File: src/rtl/vga_sprite_compositor.sv
// vga_sprite_compositor: 640x480 VGA timing with N rectangular sprites over a background colour.
// Sprite state is double-buffered and reloaded only at end of frame.
// Optional sprite-overlap detection is enabled by defining VGA_SPRITE_COLLISION_EN.
module vga_sprite_compositor #(
    parameter int N_SPRITES = 4,
    parameter int HALF_W    = 25,
    parameter int SPRITE_H  = 60,
    parameter int CLK_DIV   = 4
) (
    input  logic                    clk,
    input  logic                    reset,
    input  logic [12*N_SPRITES-1:0] sprite_x,
    input  logic [12*N_SPRITES-1:0] sprite_y,
    input  logic [12*N_SPRITES-1:0] sprite_color,
    input  logic [N_SPRITES-1:0]    sprite_en,
    input  logic [11:0]             bg_color,
    output logic                    hSync,
    output logic                    vSync,
    output logic [3:0]              VGA_R,
    output logic [3:0]              VGA_G,
    output logic [3:0]              VGA_B,
    output logic                    screen_ready,
    output logic                    collision
);
    localparam int DW = CLK_DIV > 1 ? $clog2(CLK_DIV) : 1;

    logic [DW-1:0]           div_q, div_d;
    logic [9:0]              hcount_q, hcount_d, vcount_q, vcount_d;
    logic [12*N_SPRITES-1:0] sx_q, sy_q, sc_q;
    logic [N_SPRITES-1:0]    sen_q, hit;
    logic [11:0]             pix_q, pix_d;
    logic                    hs_q, hs_d, vs_q, vs_d;
    logic                    tick, eof, active;
    logic signed [12:0]      hc, vc;

    assign tick   = div_q == DW'(CLK_DIV - 1);
    assign eof    = tick && hcount_q == 10'd799 && vcount_q == 10'd524;
    assign active = hcount_q < 10'd640 && vcount_q < 10'd480;
    assign hc     = {3'b000, hcount_q};
    assign vc     = {3'b000, vcount_q};

    // Divider and raster counter next state; counters move only on pixel ticks
    always_comb begin
        div_d    = tick ? '0 : div_q + DW'(1);
        hcount_d = hcount_q;
        vcount_d = vcount_q;
        if (tick) begin
            hcount_d = hcount_q == 10'd799 ? 10'd0 : hcount_q + 10'd1;
            if (hcount_q == 10'd799) vcount_d = vcount_q == 10'd524 ? 10'd0 : vcount_q + 10'd1;
        end
    end

    // Signed compare keeps regions near the origin clipped instead of wrapping around
    for (genvar g = 0; g < N_SPRITES; g++) begin : g_hit
        logic signed [12:0] x, y;
        assign x = {1'b0, sx_q[12*g +: 12]};
        assign y = {1'b0, sy_q[12*g +: 12]};
        assign hit[g] = sen_q[g] && hc >= x - 13'(HALF_W) && hc <= x + 13'(HALF_W)
                        && vc >= y - 13'(SPRITE_H) && vc <= y;
    end

    // Pixel colour and sync levels for the current counter position; lowest index wins
    always_comb begin
        pix_d = bg_color;
        for (int i = N_SPRITES - 1; i >= 0; i--) if (hit[i]) pix_d = sc_q[12*i +: 12];
        if (!active) pix_d = 12'h000;
        hs_d = !(hcount_q >= 10'd656 && hcount_q <= 10'd751);
        vs_d = !(vcount_q >= 10'd490 && vcount_q <= 10'd491);
    end

    // Timing state plus colour/sync output registers, all loaded on the same tick
    always_ff @(posedge clk or posedge reset) begin
        if (reset) begin
            div_q    <= '0;
            hcount_q <= '0;
            vcount_q <= '0;
            pix_q    <= '0;
            hs_q     <= 1'b1;
            vs_q     <= 1'b1;
        end else begin
            div_q    <= div_d;
            hcount_q <= hcount_d;
            vcount_q <= vcount_d;
            if (tick) begin
                pix_q <= pix_d;
                hs_q  <= hs_d;
                vs_q  <= vs_d;
            end
        end
    end

    // Shadow copy of sprite inputs, refreshed only between frames
    always_ff @(posedge clk or posedge reset) begin
        if (reset) begin
            sx_q  <= '0;
            sy_q  <= '0;
            sc_q  <= '0;
            sen_q <= '0;
        end else if (eof) begin
            sx_q  <= sprite_x;
            sy_q  <= sprite_y;
            sc_q  <= sprite_color;
            sen_q <= sprite_en;
        end
    end

`ifdef VGA_SPRITE_COLLISION_EN
    logic flag_q, coll_q, overlap;
    assign overlap = active && (hit & (hit - N_SPRITES'(1))) != '0;
    // Sticky overlap flag for the frame in progress, published at end of frame
    always_ff @(posedge clk or posedge reset) begin
        if (reset) begin
            flag_q <= 1'b0;
            coll_q <= 1'b0;
        end else if (eof) begin
            coll_q <= flag_q;
            flag_q <= 1'b0;
        end else if (tick && overlap) begin
            flag_q <= 1'b1;
        end
    end
    assign collision = coll_q;
`else
    assign collision = 1'b0;
`endif

    assign {VGA_R, VGA_G, VGA_B} = pix_q;
    assign hSync                 = hs_q;
    assign vSync                 = vs_q;
    assign screen_ready          = eof;
endmodule
File: config.mk
export PLATFORM = sky130hd
export DESIGN_NAME = vga_sprite_compositor
export DESIGN_NICKNAME = d
export VERILOG_FILES = /design/src/rtl/vga_sprite_compositor.sv
export SDC_FILE = /design/constraint.sdc
export NUM_CORES = 1
export LEC_CHECK = 0
export ABC_AREA = 0
export CORE_MARGIN = 4
export CORE_UTILIZATION = 55
export CTS_CLUSTER_DIAMETER = 60
export CTS_CLUSTER_SIZE = 40
export DETAILED_ROUTE_END_ITERATION = 8
export HOLD_SLACK_MARGIN = 0.06
export PLACE_DENSITY_LB_ADDON = 0.05
export SLEW_MARGIN = 25
export SYNTH_ARGS = -nofsm -noshare
export SYNTH_HDL_FRONTEND = slang
export SYNTH_SLANG_ARGS = --single-unit
File: constraint.sdc
create_clock -name clk -period 13.9 [get_ports clk]
set_input_delay 3.475 -clock clk [delete_from_list [all_inputs] [get_ports clk]]
set_output_delay 3.475 -clock clk [all_outputs]
set_load 0.05 [all_outputs]
==> results of run 1 <==
[per-layer routing]
metal  track usage (%)  wire length [um]  vias up
li1                  -                 -     5236
met1              35.0             15600     5123
met2              37.1             14200      257
met3              6.06              2160       41
met4              8.01               778        2
met5                 0                11        -
[area by class of cell]
class | count | share of cell area [%]
Multi-Input combinational cell | 1054 | 51.4
Clock inverter | 15 | 1.28
Sequential cell | 184 | 28.9
Inverter | 74 | 1.79
Clock buffer | 17 | 2.67
Tap cell | 319 | 2.50
Timing Repair Buffer | 182 | 11.5
[layout by cell type, fill, tap and decap left out, types with 12 or more instances in the layout]
cell             Yosys  final
a21o_1              16     16
a21oi_1             74     74
clkbuf_16            0     17
clkdlybuf4s50_1      0    176
dfrtp_1            182    182
ha_1               166    166
inv_1               74     73
mux2_1              12     12
mux2_2             102    102
mux2i_1             13     13
nand2_1            103    103
nand2b_1            14     14
nand3_1             25     25
nand4_1             26     26
nor2_1              92     92
nor2b_1             24     24
nor3_1              27     27
nor4_1              13     13
o21ai_0             71     71
o2bb2ai_1           13     12
xnor2_1             66     66
xor2_1              35     35
[per-stage QoR]
stage	total power (W)	cell area, um^2	hold WS, ns	utilization [%]	std cells
CTS	0.00114	15900	0.441	67.1	1844
detailed placement	0.000630	15300	0.427	64.5	1812
finish	0.00113	15900	0.438	67.3	1845
global route	0.00117	15900	0.458	67.3	1845
global placement	0.000630	15300	0.419	64.4	1811
floorplan	0.000574	13300	0.403	-	1372
[registers in the layout, indices dropped and copies added (netlist names)]
register  count
sen_q         4
sx_q         48
pix_q        12
vcount_q     10
div_q         2
sc_q         48
hcount_q     10
vSync         1
hSync         1
sy_q         48
[power by group]
group | internal [W] | switching [W] | leakage, nW | total, W
clock | 0.000250 | 0.000264 | 0.303 | 0.000515
combinational | 0.0000486 | 0.0000327 | 5.01 | 0.0000813
sequential | 0.000537 | 0.00000114 | 2.29 | 0.000538
total | 0.000836 | 0.000298 | 7.61 | 0.00113
[worst reg2reg max path, cell delays in order, from the launching register on]
cell     delay [ns]
dfrtp_1        0.36
ha_1           0.80
nand4_1        0.39
nor2b_1        0.65
and3_1         0.34
and2_4         0.63
buf_4          0.86
buf_4          0.69
mux2_2         0.44
[worst min path at each step]
stage / startpoint / endpoint / slack, ns / depth (start not counted)
after floorplan: div_q[0]$_DFF_PP0_ / div_q[0]$_DFF_PP0_ / 0.40 / 1
after global placement: div_q[0]$_DFF_PP0_ / div_q[0]$_DFF_PP0_ / 0.42 / 1
after detailed placement: div_q[0]$_DFF_PP0_ / div_q[0]$_DFF_PP0_ / 0.43 / 1
after CTS: div_q[0]$_DFF_PP0_ / div_q[0]$_DFF_PP0_ / 0.44 / 1
after global routing: div_q[0]$_DFF_PP0_ / div_q[0]$_DFF_PP0_ / 0.46 / 1
final: div_q[0]$_DFF_PP0_ / div_q[0]$_DFF_PP0_ / 0.44 / 1
[kinds of logic after synthesis]
logic type      after synthesis  synth area share (%)
simple gates                374                  14.0
compound gates              285                  14.3
flops                       184                  34.6
fa+ha+maj                   166                  15.6
buf+inv                     134                  4.23
mux                         127                  10.6
xor+xnor                    101                  6.64
other cells                   1                0.0281
==> impl_metrics.yaml, run 1 <==
synthesis:
  synth_cell_types: 80
  synth_cells: 1372
  async_reset_ff_share_pct: 100
  synthFlopType: "dfrtp_1"
  ys_warn_count: 0
  yosysTopAreaCellShare_pct: 34.2
  synth-edff-count: 0
  synth_commonest_cells: "dfrtp_1 (182), ha_1 (166), nand2_1 (103), mux2_2 (102), nor2_1 (92)"
  syn-cell-area_um2: 13300
  synth_nets: 1700
  syn-mean-instance-area_um2: 9.71
  synth_most_common_cell: "dfrtp_1"
  synth_area_leader_cell: "dfrtp_1"
  ys_ff_latch: 184
  yosysSeqAreaShare_pct: 34.6
  synth.area.top_cells: "dfrtp_1 (34%), ha_1 (16%), mux2_2 (8.6%)"
cts:
  htreeDepth: 4
  clkTransAtPathRegs_ns: 0.09
  clock_latency_ns: 0.46
  cts_resized: 0
  cts_made_buffers: 17
  hold_buffers: 0
  post_cts_buffers: 0
  clock_sinks: 184
  clock_path_buffers: 2
  cts_tree: "done"
  clockRootBuffer: "clkbuf_16"
final_layout:
  final-seq-area_um2: 4610
  diodes: 0
  area_growth_pct: 19.6
  multi_input_area_um2: 8190
  fill_cells: 1961
  drive_gt1_share_pct: 10.7
  nets: 1841
critical_path:
  crit_arrival_ns: 4.62
  cp.required_ns: 10.43
  rrSetupSlack_ns: 8.62
  crit_start: "div_q[0]$_DFF_PP0_"
  cpMaxStageDelayCell: "clkdlybuf4s50_1"
  start_kind: "flop"
  slowest_delay_ns: 0.94
  path_class: "flop to output port"
  worstPathBufferInverterCount: 1
  r2r_cells: 8
  reg2reg_to: "sc_q[11]$_DFFE_PP0P_"
  cp-end-kind: "output port"
  crit_fanout: 71
  cp_num_cells: 6
  crit_path_end: "screen_ready"
  crit_chain: "ha_1 > nand4_1 > nor2b_1 > and3_1 > and2_4 > clkdlybuf4s50_1"
  cpLargestDelayFamily: "simple AND/OR/NAND/NOR gates"
  r2r_start: "div_q[0]$_DFF_PP0_"
global_routing:
  overflow: 0
  grt_max_degree: 115
  grt_pass1_vias: 10400
  grt_util_all_layers_pct: 24.7
  grt_pass1_wl_mm: 52.9
  antenna_found_initial: 1
pwr:
  leakage_nw: 7.61
  ir_drop_v: 0.0000569
  pwr_density_cell_nw_per_um2: 71.2
routing:
  drt-vias-per-instance: 5.78
  wl_per_cell_um: 17.8
  antenna_left: 0
  drtIter0Drc: 596
  via_count: 10700
  routed_wl_mm: 32.8
  drc: 0
  dr.pass1.iters: 5
floorplanning:
  io-pin-count: 178
  rows: 56
  dieArea_um2: 26800
  die_y_um: 164
  core_um2: 23700
  die_w_um: 164
  initial_core_util_pct: 56.3
place:
  numPortBuffers: 176
  pre_cts_slack_ns: 6.25
  place_congestion: 0.884
  dp_hpwl_mm: 24.1
sta:
  slew_viol_final: 0
  post-route-period-util_pct: 58.2
  setup_viol_count_final: 0
  max_freq_mhz: 124
  rsz0062_at_grt: "false"
  hold_viol: 0
  clock_skew_ns: 0.0245
  setup_tns_ns: 0
  slew_headroom_pct: 34.1
  min_period_ns: 8.09
  finalWorstSetupSlack_ns: 5.81
  tightest_slew_ns: 0.987
flow_run:
  cap_violations: 0
hold_path:
  hp-class: "flop to flop"
status:
  status: "complete, no violations"
(Power assumes the default switching activity.)
==> run 2, diff against run 1 <==
--- a/config.mk
+++ b/config.mk
@@ -7,7 +7,7 @@
 export LEC_CHECK = 0
 export ABC_AREA = 0
 export CORE_MARGIN = 4
-export CORE_UTILIZATION = 55
+export CORE_UTILIZATION = 51
 export CTS_CLUSTER_DIAMETER = 60
 export CTS_CLUSTER_SIZE = 40
 export DETAILED_ROUTE_END_ITERATION = 8
==> constraint.sdc (replaced) <==
create_clock -name clk -period 7.33 [get_ports clk]
set_input_delay 1.8325 -clock clk [delete_from_list [all_inputs] [get_ports clk]]
set_output_delay 1.8325 -clock clk [all_outputs]
set_load 0.05 [all_outputs]
==> run 2 against run 1 <==
Compared with the run above:
- design area rose by 0.14%
- combinational power rose by 88%
- clock skew shrank 0.0076 ns
- count of clock-buffer cells in the layout unchanged
- worst hold slack better by 0.0045 ns
- sequential power increased by 90%
==> impl_metrics.yaml, run 2 (synthesis results as in run 1) <==
sta:
  rsz0062_at_grt: "false"
  max_freq_mhz: 167
  slew_viol_final: 0
  setup_viol_count_final: 0
  setup_tns_ns: 0
  min_period_ns: 6.00
  tightest_slew_ns: 0.980
  hold_viol: 0
  post-route-period-util_pct: 81.8
  slew_headroom_pct: 34.7
  clock_skew_ns: 0.0169
  finalWorstSetupSlack_ns: 1.33
floorplanning:
  die_y_um: 170
  core_um2: 25500
  rows: 58
  die_w_um: 170
  io-pin-count: 178
  initial_core_util_pct: 52.3
  dieArea_um2: 28800
final_layout:
  fin_cells: 1858
  largestRegisters: "sc_q x48, sx_q x48, sy_q x48"
  fin_area_um2: 16000
  final_cell_mix: "dfrtp_1 (182), clkdlybuf4s50_1 (176), ha_1 (166)"
  drive_gt1_share_pct: 10.8
  nets: 1843
  final_common_cell: "dfrtp_1"
  utilization_pct: 62.6
  fill_cells: 2180
  diodes: 0
  area_growth_pct: 19.7
routing:
  drt-vias-per-instance: 5.64
  drc: 0
  drtIter0Drc: 638
  dr.pass1.iters: 5
  via_count: 10500
  wl_per_cell_um: 17.8
  antenna_left: 0
  routed_wl_mm: 33.1
critical_path:
  r2r_cells: 8
  crit_fanout: 67
  start_kind: "flop"
  cp.required_ns: 5.50
  cpMaxStageDelayCell: "clkdlybuf4s50_1"
  cpLargestDelayFamily: "simple AND/OR/NAND/NOR gates"
  cp-end-kind: "output port"
  path_class: "flop to output port"
  crit_chain: "nand4bb_1 > nor3b_1 > nor2b_1 > and3_1 > and2_4 > clkdlybuf4s50_1"
  slowest_delay_ns: 0.94
  worstPathBufferInverterCount: 1
  crit_arrival_ns: 4.16
  cp_num_cells: 6
flow_run:
  cap_violations: 0
pwr:
  ir_drop_v: 0.000156
  pwr_density_cell_nw_per_um2: 137
  leakage_nw: 7.61
place:
  dp_hpwl_mm: 24.7
  place_congestion: 0.859
  pre_cts_slack_ns: 1.83
  placed_area_um2: 15300
  dp.cells: 1826
  numPortBuffers: 176
cts:
  htreeDepth: 4
  cts_resized: 0
  hold_buffers: 0
  cts_tree: "done"
  clkTransAtPathRegs_ns: 0.08
  post_cts_buffers: 0
  clockRootBuffer: "clkbuf_16"
  cts_made_buffers: 17
  clock_sinks: 184
  clock_latency_ns: 0.45
  clock_path_buffers: 2
global_routing:
  grt_util_all_layers_pct: 23.0
  grt_max_degree: 95
  antenna_found_initial: 2
  overflow: 0
  grt_pass1_vias: 10400
  grt_pass1_wl_mm: 53.5
status:
  status: "complete, no violations"
hold_path:
  hp-class: "flop to flop"
  min_path_cells: 1
run 2: power by group:
group	leakage [nW]	switching (W)	internal (W)	total [W]
Clock	0.310	0.000520	0.000485	0.00100
Combinational	5.01	0.0000619	0.0000910	0.000153
Sequential	2.29	0.00000248	0.00102	0.00102
run 2: layout make-up:
type                            count  area (um^2)  area share, %
Inverter                           74          283           1.77
Clock buffer                       17          425           2.67
Clock inverter                     15          220           1.38
Timing Repair Buffer              184         1820           11.4
Sequential cell                   184         4610           28.9
Tap cell                          330          413           2.59
Multi-Input combinational cell   1054         8190           51.3
run 2: final timing paths:
| kind | to | startpoint | slack [ns] |
|---|---|---|---|
| hold / removal | div_q[0]$_DFF_PP0_ | div_q[0]$_DFF_PP0_ | 0.44 |
| setup / recovery | screen_ready | hcount_q[8]$_DFFE_PP0P_ | 1.33 |
| max in group asynchronous | sc_q[4]$_DFFE_PP0P_ | reset | 4.09 |
| setup reg to reg | sc_q[10]$_DFFE_PP0P_ | hcount_q[8]$_DFFE_PP0P_ | 2.45 |
| hold reg to reg | div_q[0]$_DFF_PP0_ | div_q[0]$_DFF_PP0_ | 0.44 |
| min in group asynchronous | sc_q[13]$_DFFE_PP0P_ | reset | 1.91 |
run 2: per-layer routing:
layer / global-route usage, % / vias to the layer above / wire length, um
met4: 5.32 / 4 / 473
met5: 0 / - / 26
li1: - / 5223 / -
met3: 4.96 / 29 / 1840
met2: 35.4 / 234 / 14500
met1: 33.3 / 4995 / 16200
run 2: per-stage QoR:
step	total power (W)	hold WS, ns
6_report	0.00218	0.442
5_1_grt	0.00225	0.491
4_1_cts	0.00221	0.436
3_5_place_dp	0.00120	0.423
3_3_place_gp	0.00120	0.416
2_1_floorplan	0.00109	0.403
==> run 3, diff against run 2 <==
--- a/config.mk
+++ b/config.mk
@@ -7,7 +7,7 @@
 export LEC_CHECK = 0
 export ABC_AREA = 0
 export CORE_MARGIN = 4
-export CORE_UTILIZATION = 51
+export CORE_UTILIZATION = 55
 export CTS_CLUSTER_DIAMETER = 60
 export CTS_CLUSTER_SIZE = 40
 export DETAILED_ROUTE_END_ITERATION = 8
==> constraint.sdc (replaced) <==
create_clock -name clk -period 6 [get_ports clk]
set_input_delay 1.5 -clock clk [delete_from_list [all_inputs] [get_ports clk]]
set_output_delay 1.5 -clock clk [all_outputs]
set_load 0.05 [all_outputs]
==> run 3 against run 2 <==
Compared with the run above:
- sequential power grew 23%
- critical path depth is the same
- flip-flop and latch count is the same
- die area shrank 6.9%
- count of clock-buffer cells in the layout is the same
- core utilization grew 4.9 points
- register-to-register slack lost 0.58 ns
- combinational power grew 24%
- first-iteration DRC count shrank 11%
- routed wire length shrank 0.25%
- highest routed layer unchanged
==> impl_metrics.yaml, run 3 (synthesis results as in run 1) <==
sta:
  hold_viol: 0
  rsz0062_at_grt: "false"
  clock_skew_ns: 0.0218
  tightest_slew_ns: 1.06
  min_period_ns: 4.75
  slew_headroom_pct: 29.3
  slew_viol_final: 0
  setup_tns_ns: 0
  worst_hold_slack_ns: 0.430
  setup_viol_count_final: 0
  max_freq_mhz: 211
  post-route-period-util_pct: 79.1
critical_path:
  rrSetupSlack_ns: 1.87
  cpLargestDelayFamily: "simple AND/OR/NAND/NOR gates"
  slowest_delay_ns: 0.80
  r2r_cells: 13
  reg2reg_to: "pix_q[6]$_DFFE_PP0P_"
  crit_arrival_ns: 3.25
  crit_fanout: 6
  cp-end-kind: "output port"
  path_class: "flop to output port"
  crit_chain: "inv_1 > ha_1 > or4b_1 > nor4b_1 > and2_4 > clkdlybuf4s50_1"
  r2r_start: "sy_q[2]$_DFFE_PP0P_"
  worstPathBufferInverterCount: 2
  cpMaxStageDelayCell: "clkdlybuf4s50_1"
  cp.required_ns: 4.50
  start_kind: "flop"
final_layout:
  diodes: 0
  largestRegisters: "sc_q x48, sx_q x48, sy_q x48"
  final_cell_mix: "dfrtp_1 (182), clkdlybuf4s50_1 (176), ha_1 (166)"
  final_common_cell: "dfrtp_1"
  fill_cells: 1996
  nets: 1845
  fin_cells: 1849
  drive_gt1_share_pct: 10.9
  area_growth_pct: 20.0
cts:
  post_cts_buffers: 0
  htreeDepth: 4
  cts_tree: "done"
  cts_made_buffers: 17
  hold_buffers: 0
  clock_latency_ns: 0.45
  clkTransAtPathRegs_ns: 0.08
  clock_sinks: 184
  clock_path_buffers: 2
  clockRootBuffer: "clkbuf_16"
  cts_resized: 0
global_routing:
  grt_max_degree: 199
  grt_pass1_vias: 10700
  grt_util_all_layers_pct: 24.9
  grt_pass1_wl_mm: 53.8
  antenna_found_initial: 3
  overflow: 0
floorplanning:
  die_y_um: 164
  io-pin-count: 178
  initial_core_util_pct: 56.3
  core_um2: 23700
  die_w_um: 164
  dieArea_um2: 26800
  rows: 56
routing:
  drt-vias-per-instance: 5.78
  wl_per_cell_um: 17.8
  via_count: 10700
  antenna_left: 0
  drc: 0
  routed_wl_mm: 33.0
  drtIter0Drc: 570
  dr.pass1.iters: 5
hold_path:
  hp-class: "flop to flop"
  hold-path-endpoint: "div_q[0]$_DFF_PP0_"
  min_path_cells: 1
  min_from: "div_q[0]$_DFF_PP0_"
pwr:
  pwr_density_cell_nw_per_um2: 164
  ir_drop_v: 0.000220
  p_total_w: 0.00263
  leakage_nw: 7.63
flow_run:
  cap_violations: 0
status:
  status: "complete, no violations"
place:
  dp.cells: 1815
  dp_hpwl_mm: 24.2
  place_congestion: 0.871
  numPortBuffers: 176
## run 3: changes by cell type in the layout (fill, tap and decap cells not counted)
cell,change
buf_6,+1
buf_16,+1
inv_8,+1
clkinvlp_4,+1
inv_16,-1
buf_12,+2
clkinv_4,+1
clkinv_8,+2
inv_12,-2
inv_6,-2
buf_4,-2
## run 3: metal layers
metal | vias to the layer above | track usage, % | part of all wire, %
met5 | - | 0 | 0.094
met4 | 6 | 6.79 | 2.1
met3 | 46 | 5.98 | 6.0
met2 | 264 | 38.9 | 44
met1 | 5125 | 34.9 | 47
li1 | 5241 | - | -
## run 3: stage by stage
stage                     area, um^2  utilization (%)  setup slack, ns
after global placement         15300             64.7             1.81
after floorplan                13300                -             1.83
final                          16000             67.5             1.25
after global routing           16000             67.5             1.06
after CTS                      16000             67.4             1.23
after detailed placement       15300             64.7             1.71
## run 3: area by class of cell
class / instances / area (um^2) / share of cell area, %
clock buffer: 17 / 425 / 2.66
clock inverter: 15 / 211 / 1.32
inverter: 74 / 282 / 1.76
multi-input combinational: 1054 / 8190 / 51.2
sequential: 184 / 4610 / 28.8
tap: 319 / 399 / 2.50
timing repair buffer: 186 / 1890 / 11.8
## run 3: worst max path at each step
stage	slack, ns	endpoint	cells after the start	startpoint
after floorplan	1.83	screen_ready	8	vcount_q[0]$_DFFE_PP0P_
after global placement	1.81	screen_ready	6	vcount_q[0]$_DFFE_PP0P_
after detailed placement	1.71	screen_ready	6	vcount_q[0]$_DFFE_PP0P_
after CTS	1.23	screen_ready	6	vcount_q[0]$_DFFE_PP0P_
after global routing	1.06	screen_ready	7	hcount_q[8]$_DFFE_PP0P_
final	1.25	screen_ready	6	vcount_q[0]$_DFFE_PP0P_
## run 3: report_power, final
group          internal (W)  total [W]  switching, W
sequential          0.00124    0.00125    0.00000314
combinational      0.000114   0.000190     0.0000759
clock              0.000582    0.00119      0.000610
total               0.00194    0.00263      0.000689
